`src/rtl/fantasticfft_pkg.sv`:
```
// fantasticfft_pkg: shared FFT8 sizes, Q8.8 complex sample types and helpers.
//   FFT8_N / FFT8_LOG2N   : frame length and its log2
//   FIXED_INT / FIXED_FRAC: Q8.8 split of every sample component
//   fixed_t / cplx_t      : signed Q8.8 scalar and {re, im} complex pair
//   bank_state_e          : per-bank write-side state of the frame loader
//   bitrev3               : 3-bit index reversal used for FFT input ordering
package fantasticfft_pkg;
    localparam int FFT8_N     = 8;
    localparam int FFT8_LOG2N = 3;
    localparam int FIXED_INT  = 8;
    localparam int FIXED_FRAC = 8;
    typedef logic signed [FIXED_INT-1:-FIXED_FRAC] fixed_t;
    typedef struct packed {
        fixed_t re;
        fixed_t im;
    } cplx_t;
    typedef enum logic [1:0] {BANK_EMPTY, BANK_FILLING, BANK_FULL} bank_state_e;
    function automatic logic [FFT8_LOG2N-1:0] bitrev3(input logic [FFT8_LOG2N-1:0] k);
        return {k[0], k[1], k[2]};
    endfunction
endpackage

```
`src/rtl/fft8_frame_bank.sv`:
```
// fft8_frame_bank: one 8-slot complex sample buffer of the ping-pong pair.
//   clk, rst_n : clock, asynchronous active-low reset (clears all slots)
//   we         : write enable
//   slot       : slot written when we=1
//   wdata      : complex sample to store
//   rdata      : all slots, slot j at [32j+31:32j] as {re, im}
module fft8_frame_bank
    import fantasticfft_pkg::*;
(
    input  logic                              clk,
    input  logic                              rst_n,
    input  logic                              we,
    input  logic [FFT8_LOG2N-1:0]             slot,
    input  cplx_t                             wdata,
    output logic [FFT8_N*$bits(cplx_t)-1:0]   rdata
);
    cplx_t [FFT8_N-1:0] data_q, data_d;
    always_comb begin
        data_d = data_q;
        if (we) data_d[slot] = wdata;
    end
    always_ff @(posedge clk or negedge rst_n) begin
        if (!rst_n) data_q <= '0;
        else        data_q <= data_d;
    end
    assign rdata = data_q;
endmodule

```
`src/rtl/fft8_frame_loader.sv`:
```
// fft8_frame_loader: gathers 8-sample frames into ping-pong banks for the FFT8 core.
//   clk, rst_n          : clock, asynchronous active-low reset
//   s_valid/s_ready     : input sample handshake
//   s_re, s_im          : Q8.8 sample components
//   s_last              : marks the 8th sample of a frame
//   m_valid/m_ready     : frame handshake towards the FFT core
//   m_re, m_im          : 8 packed Q8.8 components, slot j at [16j+15:16j]
//   err_framing         : 1-cycle pulse when s_last disagrees with the sample index
//   drop_cnt            : saturating count of discarded short frames
module fft8_frame_loader
    import fantasticfft_pkg::*;
#(
    parameter bit BITREV    = 1'b1,
    parameter int ERR_CNT_W = 8
) (
    input  logic                  clk,
    input  logic                  rst_n,
    input  logic                  s_valid,
    output logic                  s_ready,
    input  logic [15:0]           s_re,
    input  logic [15:0]           s_im,
    input  logic                  s_last,
    output logic                  m_valid,
    input  logic                  m_ready,
    output logic [127:0]          m_re,
    output logic [127:0]          m_im,
    output logic                  err_framing,
    output logic [ERR_CNT_W-1:0]  drop_cnt
);
    localparam int CW = $bits(cplx_t);

    bank_state_e st_q [2];
    bank_state_e st_d [2];
    logic [FFT8_LOG2N-1:0] wr_idx_q, wr_idx_d;
    logic                  wr_bank_q, wr_bank_d;
    logic                  rd_bank_q, rd_bank_d;
    logic                  err_q, err_d;
    logic [ERR_CNT_W-1:0]  drop_q, drop_d;
    logic [1:0]            full;
    logic                  accept, complete, discard, drain;
    logic [FFT8_N*CW-1:0]  rd_data [2];
    logic [FFT8_N*CW-1:0]  rd_sel;
    logic [FFT8_LOG2N-1:0] wr_slot;

    assign accept   = s_valid && s_ready;
    assign complete = accept && (wr_idx_q == 3'd7);
    // A short frame is only ever dropped; a late s_last on slot 7 still delivers.
    assign discard  = accept && s_last && (wr_idx_q != 3'd7);
    assign drain    = m_valid && m_ready;
    assign wr_slot  = BITREV ? bitrev3(wr_idx_q) : wr_idx_q;

    // State register
    always_ff @(posedge clk or negedge rst_n) begin
        if (!rst_n) begin
            st_q[0]   <= BANK_EMPTY;
            st_q[1]   <= BANK_EMPTY;
            wr_idx_q  <= '0;
            wr_bank_q <= 1'b0;
            rd_bank_q <= 1'b0;
            err_q     <= 1'b0;
            drop_q    <= '0;
        end else begin
            st_q      <= st_d;
            wr_idx_q  <= wr_idx_d;
            wr_bank_q <= wr_bank_d;
            rd_bank_q <= rd_bank_d;
            err_q     <= err_d;
            drop_q    <= drop_d;
        end
    end

    // Next-state logic. A bank being filled is never full, so a write and a
    // drain can never target the same bank in one cycle.
    always_comb begin
        for (int b = 0; b < 2; b++) begin
            st_d[b] = st_q[b];
            if (accept && wr_bank_q == 1'(b))
                st_d[b] = complete ? BANK_FULL : discard ? BANK_EMPTY : BANK_FILLING;
            if (drain && rd_bank_q == 1'(b))
                st_d[b] = BANK_EMPTY;
        end
        wr_idx_d  = discard ? '0 : wr_idx_q + FFT8_LOG2N'(accept);
        wr_bank_d = wr_bank_q ^ complete;
        rd_bank_d = rd_bank_q ^ drain;
        err_d     = accept && (s_last != (wr_idx_q == 3'd7));
        drop_d    = (discard && !(&drop_q)) ? drop_q + 1'b1 : drop_q;
    end

    // Outputs
    always_comb begin
        full[0]     = st_q[0] == BANK_FULL;
        full[1]     = st_q[1] == BANK_FULL;
        s_ready     = !full[wr_bank_q];
        m_valid     = full[rd_bank_q];
        err_framing = err_q;
        drop_cnt    = drop_q;
        rd_sel      = rd_data[rd_bank_q];
        m_re        = '0;
        m_im        = '0;
        for (int j = 0; j < FFT8_N; j++) begin
            m_re[16*j +: 16] = rd_sel[CW*j+16 +: 16];
            m_im[16*j +: 16] = rd_sel[CW*j +: 16];
        end
    end

    for (genvar g = 0; g < 2; g++) begin : g_bank
        fft8_frame_bank u_bank (
            .clk   (clk),
            .rst_n (rst_n),
            .we    (accept && wr_bank_q == 1'(g)),
            .slot  (wr_slot),
            .wdata ({s_re, s_im}),
            .rdata (rd_data[g])
        );
    end
endmodule
```
`config.mk`:
```
export PLATFORM = sky130hd
export DESIGN_NAME = fft8_frame_loader
export DESIGN_NICKNAME = d
export VERILOG_FILES = /design/src/rtl/fantasticfft_pkg.sv /design/src/rtl/fft8_frame_bank.sv /design/src/rtl/fft8_frame_loader.sv
export SDC_FILE = /design/constraint.sdc
export NUM_CORES = 1
export LEC_CHECK = 0
export ABC_AREA = 1
export CELL_PAD_IN_SITES_DETAIL_PLACEMENT = 1
export CELL_PAD_IN_SITES_GLOBAL_PLACEMENT = 2
export CORE_ASPECT_RATIO = 0.7
export CORE_MARGIN = 3
export CORE_UTILIZATION = 32
export DETAILED_ROUTE_END_ITERATION = 6
export PLACE_DENSITY_LB_ADDON = 0.1
export RECOVER_POWER = 25
export SLEW_MARGIN = 10
export SYNTH_ARGS = -nofsm -noshare
export SYNTH_HDL_FRONTEND = slang
export SYNTH_HIERARCHICAL = 1
export SYNTH_SLANG_ARGS = --single-unit
```
`constraint.sdc`:
```
create_clock -name clk -period 2.2 [get_ports clk]
set_input_delay 0.44 -clock clk [delete_from_list [all_inputs] [get_ports clk]]
set_output_delay 0.44 -clock clk [all_outputs]
set_load 0.01 [all_outputs]
```
==> summary.txt, run 1 <==
Clocking
  – Root Buffer: clkbuf_16
  – # clock sinks: 530
  – Cts bufs inserted: 56
  – CTS tree: built
  – CTS H-tree depth: 2
  – Clock Path Buffers: 3
  – Clk_lat worst skew: 0.63 ns
  – Clock transition at path regs: 0.06 ns

Die
  – Die W: 334.4 microns
  – Total I/O pin count: 304
  – Die ar.: 78870 sq um
  – Row count: 83
  – Initial cell density of the core: 0.3262
  – Core ar.: 74040 sq um
  – Die height: 235.9 microns

STA
  – FMAX: 350.4 MHz
  – Clock Skews: 0.02765 ns
  – Relative slew slack: 0.2033
  – Max Slew Vio Count: 0
  – Final worst setup slack: -0.6538 ns
  – Final min period: 2.854 ns
  – RSZ-0062 raised after global routing: true
  – Hold_ws: 0.4687 ns
  – Setup violators final: 258
  – Crit share post-route: 1.297
  – Setup TNS: -104.00 ns
  – Slew @ Worst Pin: 1.195 ns
  – Final hold viol count: 0

Yosys
  – Ys Warns: 6
  – Netlist cell types: 25
  – Sequential fraction of the synthesis area: 0.5491
  – Syn Inst Count: 3238
  – #FFs+latches synth: 530
  – Post-Syn Nets: 3280
  – Syn Area/Cell: 7.460 sq um
  – Mapped cell area: 24150 sq um

Power
  – Clock share of power: 0.216
  – Lkg Pwr: 17.89 nW
  – Max rail drop VDD: 0.0005876 V
  – Internal power: 27.92 mW
  – Switching portion of total power: 0.3990
  – Flop pwr share: 0.336
  – Final Total Pwr: 46.46 mW
  – Gate power share: 0.448
  – Sw power: 18.54 mW
  – PwrDens: 1464 nW/um^2

Cells and area
  – Fin cells: 4589
  – Util after Layout: 0.4286
  – FF/Latch Area: 13270 sq um
  – Nets: 3607
  – FILL cells: 8924
  – Multi-input gate area: 9931 sq um
  – Share of layout cells above drive strength 1: 0.1387
  – Layout area overhead: 31.39%

Worst setup path
  – Startpoint types: flip-flop
  – Arrival time worst endpoint: 2.41 ns
  – Crit. End Element: output pin
  – Critical path data required time: 1.76 ns
  – Max FO, Critical Path: 22
  – Setup Crit Path Kind: reg2out

GRT
  – Largest net degree at the start of global routing: 81
  – Vias in the first global route: 24120
  – Total grt overflow: 0
  – First-pass GRT wire length: 150.8 mm
  – Initial antenna violation count: 2
  – Global Route Usage Sum: 0.2484

Route
  – Via/cell ratio: 4.959
  – Post-Route WL: 101.1 mm
  – Routed vias: 22760
  – DRT iter0 DRCs: 1737
  – Drt first pass iters: 6
  – Avg WL per Cell: 22.04 microns
  – DRT antenna net count: 0
  – # DRC: 0

Hold path
  – Min-Delay Path Class: reg2reg

Placement
  – Port bufs: 303
  – GPL Wtd Cong: 0.7804
  – Placed insts: 4437
  – Post-DP HPWL: 64.50 mm

Status
  – Failing checks: negative setup slack
  – Status: finished with violations

Flow run
  – Max-cap violations: 0
[final cells by class]
| class | instances | share of cell area |
|---|---|---|
| clock inverters | 16 | 0.007806 |
| repair inverters | 1 | 0.0002760 |
| clock buffers | 88 | 0.05212 |
| multi-input cells | 2432 | 0.3129 |
| flip-flops and latches | 530 | 0.4180 |
| diodes | 1 | 0.00007885 |
| well taps | 977 | 0.03852 |
| inverters | 30 | 0.003942 |
| repair buffers | 514 | 0.1663 |
[worst max-delay path, cell delays in order, from the launching register on]
cell             delay [ns]
dfrtp_4                0.59
inv_12                 0.18
buf_12                 0.13
clkbuf_16              0.19
nand2_1                0.07
nand2_1                0.08
clkdlybuf4s50_1        0.54
[power by group through the flow]
| stage | sequential (mW) | combinational, mW | clock [mW] |
|---|---|---|---|
| after global placement | 15.5 | 19.5 | 0 |
| after CTS | 15.5 | 20.0 | 10.3 |
| after global routing | 16.1 | 22.7 | 10.7 |
| final | 15.6 | 20.8 | 10.0 |
| after detailed placement | 15.6 | 19.9 | 0 |
| after floorplan | 15.0 | 9.26 | 0 |
[cell usage after synthesis, drive strengths merged]
cell,instances,share of area
a21boi,1,0.00031
a21oi,1,0.00021
and2,1,0.00026
buf,109,0.023
clkbuf,137,0.024
clkinv,2,0.00031
dfrtp,530,0.55
ha,5,0.0026
inv,28,0.0044
nand2,2108,0.33
nand3,279,0.059
nand3b,1,0.00031
nor2,25,0.0051
nor3,1,0.00021
o21ai,5,0.0010
xnor2,3,0.0011
xor2,2,0.00073
[layout by cell type (no fill, tap or decap), types with 21 or more instances in the layout]
cell type and instances:
clkdlybuf4s50_1 151, clkbuf_16 71, buf_6 21, nand3_1 275, clkbuf_2 53, dfrtp_1 529
buf_12 45, dlymetal6s2s_1 26, clkbuf_1 21, buf_2 46, nand2_2 60, nand2_1 2042
inv_1 26, buf_4 127
[sequential cells by signal, indices dropped and copies added (netlist names)]
signal	count
g_bank.u_bank/rdata	512
drop_cnt	8
st_q	4
wr_idx_q	3
err_framing	1
rd_bank_q	1
wr_bank_q	1
[per-stage QoR]
stage | instance area (sq um) | worst slack (ns)
after global placement | 29350 | -0.08814
after floorplan | 24150 | 0.6330
after CTS | 31280 | -0.6883
final | 31740 | -0.6538
after global routing | 31730 | -0.7174
after detailed placement | 29350 | -0.1403
[path summary, 6_finish.rpt]
check / from / end / slack [ns] / cells after the start
worst max-delay path: rd_bank_q / m_im[68] / -0.65 / 6
worst min-delay path: g_bank[1].u_bank/rdata[7] / g_bank[1].u_bank/rdata[7] / 0.47 / 2
worst max register to register: rd_bank_q / st_q[1] / 0.38 / 8
worst min register to register: g_bank[1].u_bank/rdata[7] / g_bank[1].u_bank/rdata[7] / 0.47 / 2
max in group asynchronous: rst_n / g_bank[1].u_bank/rdata[147] / 0.18 / 3
min in group asynchronous: rst_n / g_bank[0].u_bank/rdata[158] / 0.61 / 2
[per-layer routing]
metal | vias to the layer above | part of all wire | track usage
li1 | 10500 | - | -
met2 | 557 | 0.46 | 0.4003
met4 | 0 | 0.025 | 0.06901
met5 | - | 0 | 0
met1 | 11560 | 0.47 | 0.3511
met3 | 138 | 0.044 | 0.03253
[timing repair]
| item | CTS | global route |
|---|---|---|
| endpoints found under the setup margin | 258 | 258 |
| cloned | 1 | 14 |
| hold endpoints to repair | 21 | 0 |
| pin swaps | 0 | 9 |
| hold buffers | 1 | 0 |
| setup buffers | 0 | 31 |
| resized for setup | 128 | 319 |
[kinds of logic (layout without fill, tap and decap cells)]
group                    Yosys count  in the layout  share of synthesized area
XOR/XNOR                           5              5                   0.001813
AND/OR/NAND/NOR                 2415           2415                     0.3931
buffers and inverters            276            649                    0.05190
AO/OA/AOI/OAI                      7              7                   0.001554
flip-flops                       530            530                     0.5491
adder cells (fa/ha/maj)            5              5                   0.002590
other                              0              1                          0
(Power assumes the default switching activity.)
==> run 2, diff against run 1 <==
Settings changed: SETUP_SLACK_MARGIN from default to 0.15.
==> summary.txt, run 2 (synthesis gave the netlist of run 1 again) <==
Cells and area
  – Util after Layout: 0.4286 (unchanged)
  – Share of layout cells above drive strength 1: 0.1387 (unchanged)
  – Max reg flops: 512 (unchanged)
  – Most common cell after layout, fill and taps aside: nand2_1 (unchanged)
  – Nets: 3607 (unchanged)
  – FF/Latch Area: 13270 sq um (unchanged)
  – Multi-input gate area: 9931 sq um (unchanged)
  – Layout area overhead: 31.39% (unchanged)
  – FILL cells: 8924 (unchanged)
  – Most frequent cells in the layout: 2042 x nand2_1, 529 x dfrtp_1, 275 x nand3_1 (unchanged)

Route
  – Avg WL per Cell: 22.02 microns (was 22.04 microns)
  – DRT antenna net count: 0 (unchanged)
  – # DRC: 0 (unchanged)
  – Post-Route WL: 101.1 mm (about the same)
  – Drt first pass iters: 5 (was 6)
  – Routed vias: 22670 (was 22760)
  – Via/cell ratio: 4.940 (was 4.959)
  – DRT iter0 DRCs: 1739 (was 1737)

Hold path
  – Min-Delay Path Class: reg2reg (unchanged)
  – Min-delay src: g_bank[0].u_bank/rdata[61] (was g_bank[1].u_bank/rdata[7])
  – WHS Path Cells: 2 (unchanged)
  – Hold EP: g_bank[0].u_bank/rdata[61] (was g_bank[1].u_bank/rdata[7])

Placement
  – Post-DP HPWL: 64.50 mm (unchanged)
  – GPL Wtd Cong: 0.7804 (unchanged)
  – Port bufs: 303 (unchanged)

Power
  – Lkg Pwr: 17.89 nW (unchanged)
  – PwrDens: 1464 nW/um^2 (about the same)
  – Max rail drop VDD: 0.0005878 V (was 0.0005876 V)
  – Final Total Pwr: 46.46 mW (about the same)

GRT
  – First-pass GRT wire length: 150.8 mm (unchanged)
  – Initial antenna violation count: 2 (unchanged)
  – Largest net degree at the start of global routing: 81 (unchanged)
  – Vias in the first global route: 24120 (unchanged)
  – Global Route Usage Sum: 0.2484 (unchanged)
  – Total grt overflow: 0 (unchanged)

Status
  – Status: finished with violations (unchanged)
  – Failing checks: negative setup slack (unchanged)

Die
  – Die height: 235.9 microns (unchanged)
  – Core ar.: 74040 sq um (unchanged)
  – Die W: 334.4 microns (unchanged)
  – Row count: 83 (unchanged)
  – Total I/O pin count: 304 (unchanged)
  – Die ar.: 78870 sq um (unchanged)
  – Initial cell density of the core: 0.3262 (unchanged)

STA
  – Final hold viol count: 0 (unchanged)
  – Clock Skews: 0.03091 ns (was 0.02765 ns)
  – Relative slew slack: 0.1965 (was 0.2033)
  – Slew @ Worst Pin: 1.205 ns (was 1.195 ns)
  – Setup violators final: 258 (unchanged)
  – RSZ-0062 raised after global routing: true (unchanged)
  – Final worst setup slack: -0.6520 ns (was -0.6538 ns)
  – Final min period: 2.852 ns (was 2.854 ns)
  – FMAX: 350.6 MHz (was 350.4 MHz)
  – Crit share post-route: 1.296 (was 1.297)
  – Max Slew Vio Count: 0 (unchanged)
  – Setup TNS: -103.27 ns (was -104.00 ns)

Clocking
  – # clock sinks: 530 (unchanged)
  – CTS tree: built (unchanged)
  – Root Buffer: clkbuf_16 (unchanged)
  – Clock Path Buffers: 3 (unchanged)
  – Clk_lat worst skew: 0.63 ns (about the same)
  – CTS H-tree depth: 2 (unchanged)
  – Clock transition at path regs: 0.06 ns (about the same)
  – Cts bufs inserted: 56 (unchanged)

Worst setup path
  – Startpoint types: flip-flop (unchanged)
  – Crit Reg-Reg Endpoint: st_q[1] (unchanged)
  – Critical path data required time: 1.76 ns (about the same)
  – Crit. End Element: output pin (unchanged)
  – Max stage delay on crit path: 0.59 ns (about the same)
  – Arrival time worst endpoint: 2.41 ns (about the same)
  – Max FO, Critical Path: 22 (unchanged)
  – Setup Crit Path Kind: reg2out (unchanged)
  – Crit-path most repeated cell: nand2_1 (unchanged)
  – Crit path cell chain: inv_12 > buf_12 > clkbuf_16 > nand2_1 > nand2_1 > clkdlybuf4s50_1 (unchanged)
  – Reg-to-reg slack, setup: 0.38 ns (about the same)
  – Worst reg2reg path startpoint: rd_bank_q (unchanged)
  – Worst r2r path cells: 8 (unchanged)
  – Slowest-stage cell, CP: dfrtp_4 (unchanged)

Flow run
  – Max-cap violations: 0 (unchanged)
==> run 2: worst max-delay path: cells and delay by family (launching register included) <==
kind                   cells  cell delay, ns
buffers and inverters      4            1.04
flip-flops                 1            0.59
AND/OR/NAND/NOR            2            0.15
==> run 2: worst max path at each step <==
stage | end | slack, ns | startpoint
6_report | m_im[68] | -0.65 | rd_bank_q
5_1_grt | m_im[68] | -0.72 | rd_bank_q
4_1_cts | m_im[46] | -0.69 | rd_bank_q
3_5_place_dp | g_bank[1].u_bank/rdata[21] | -0.14 | s_valid
3_3_place_gp | m_re[88] | -0.09 | rd_bank_q
2_1_floorplan | g_bank[0].u_bank/rdata[85] | 0.63 | wr_bank_q
==> run 2: cell type report <==
cell class / instances / area share
repair buffers: 514 / 0.1663
well taps: 977 / 0.03852
diodes: 1 / 0.00007885
clock buffers: 88 / 0.05212
clock inverters: 16 / 0.007806
inverters: 30 / 0.003942
repair inverters: 1 / 0.0002760
flip-flops and latches: 530 / 0.4180
multi-input cells: 2432 / 0.3129
==> run 2: routing by layer <==
layer | vias up | track usage | routed length [microns]
li1 | 10500 | - | -
met1 | 11500 | 0.3511 | 47640
met2 | 527 | 0.4003 | 46530
met3 | 136 | 0.03253 | 4426
met4 | 0 | 0.06901 | 2453
met5 | - | 0 | 0
==> run 2: repair_timing <==
action                     CTS  global route
pin swaps                    0             9
setup buffers                0            31
setup endpoints to repair  265           266
cloned                       1            14
hold endpoints to repair    21             0
resized for setup          128           319
hold buffers                 1             0
==> run 2: through the flow <==
| step | cell area (sq um) | instances | hold slack (ns) | setup slack [ns] |
|---|---|---|---|---|
| after floorplan | 24150 | 3238 | 0.1444 | 0.6330 |
| after global placement | 29350 | 4437 | 0.3768 | -0.08814 |
| after detailed placement | 29350 | 4437 | 0.3791 | -0.1403 |
| after CTS | 31280 | 4543 | 0.3058 | -0.6883 |
| after global routing | 31730 | 4588 | 0.4912 | -0.7174 |
| final | 31740 | 4589 | 0.4690 | -0.6520 |
==> run 2: power by group <==
| group | switching, mW | internal (mW) |
|---|---|---|
| logic | 12.1 | 8.67 |
| clock network | 4.18 | 5.85 |
| registers | 2.23 | 13.4 |
| total | 18.5 | 27.9 |
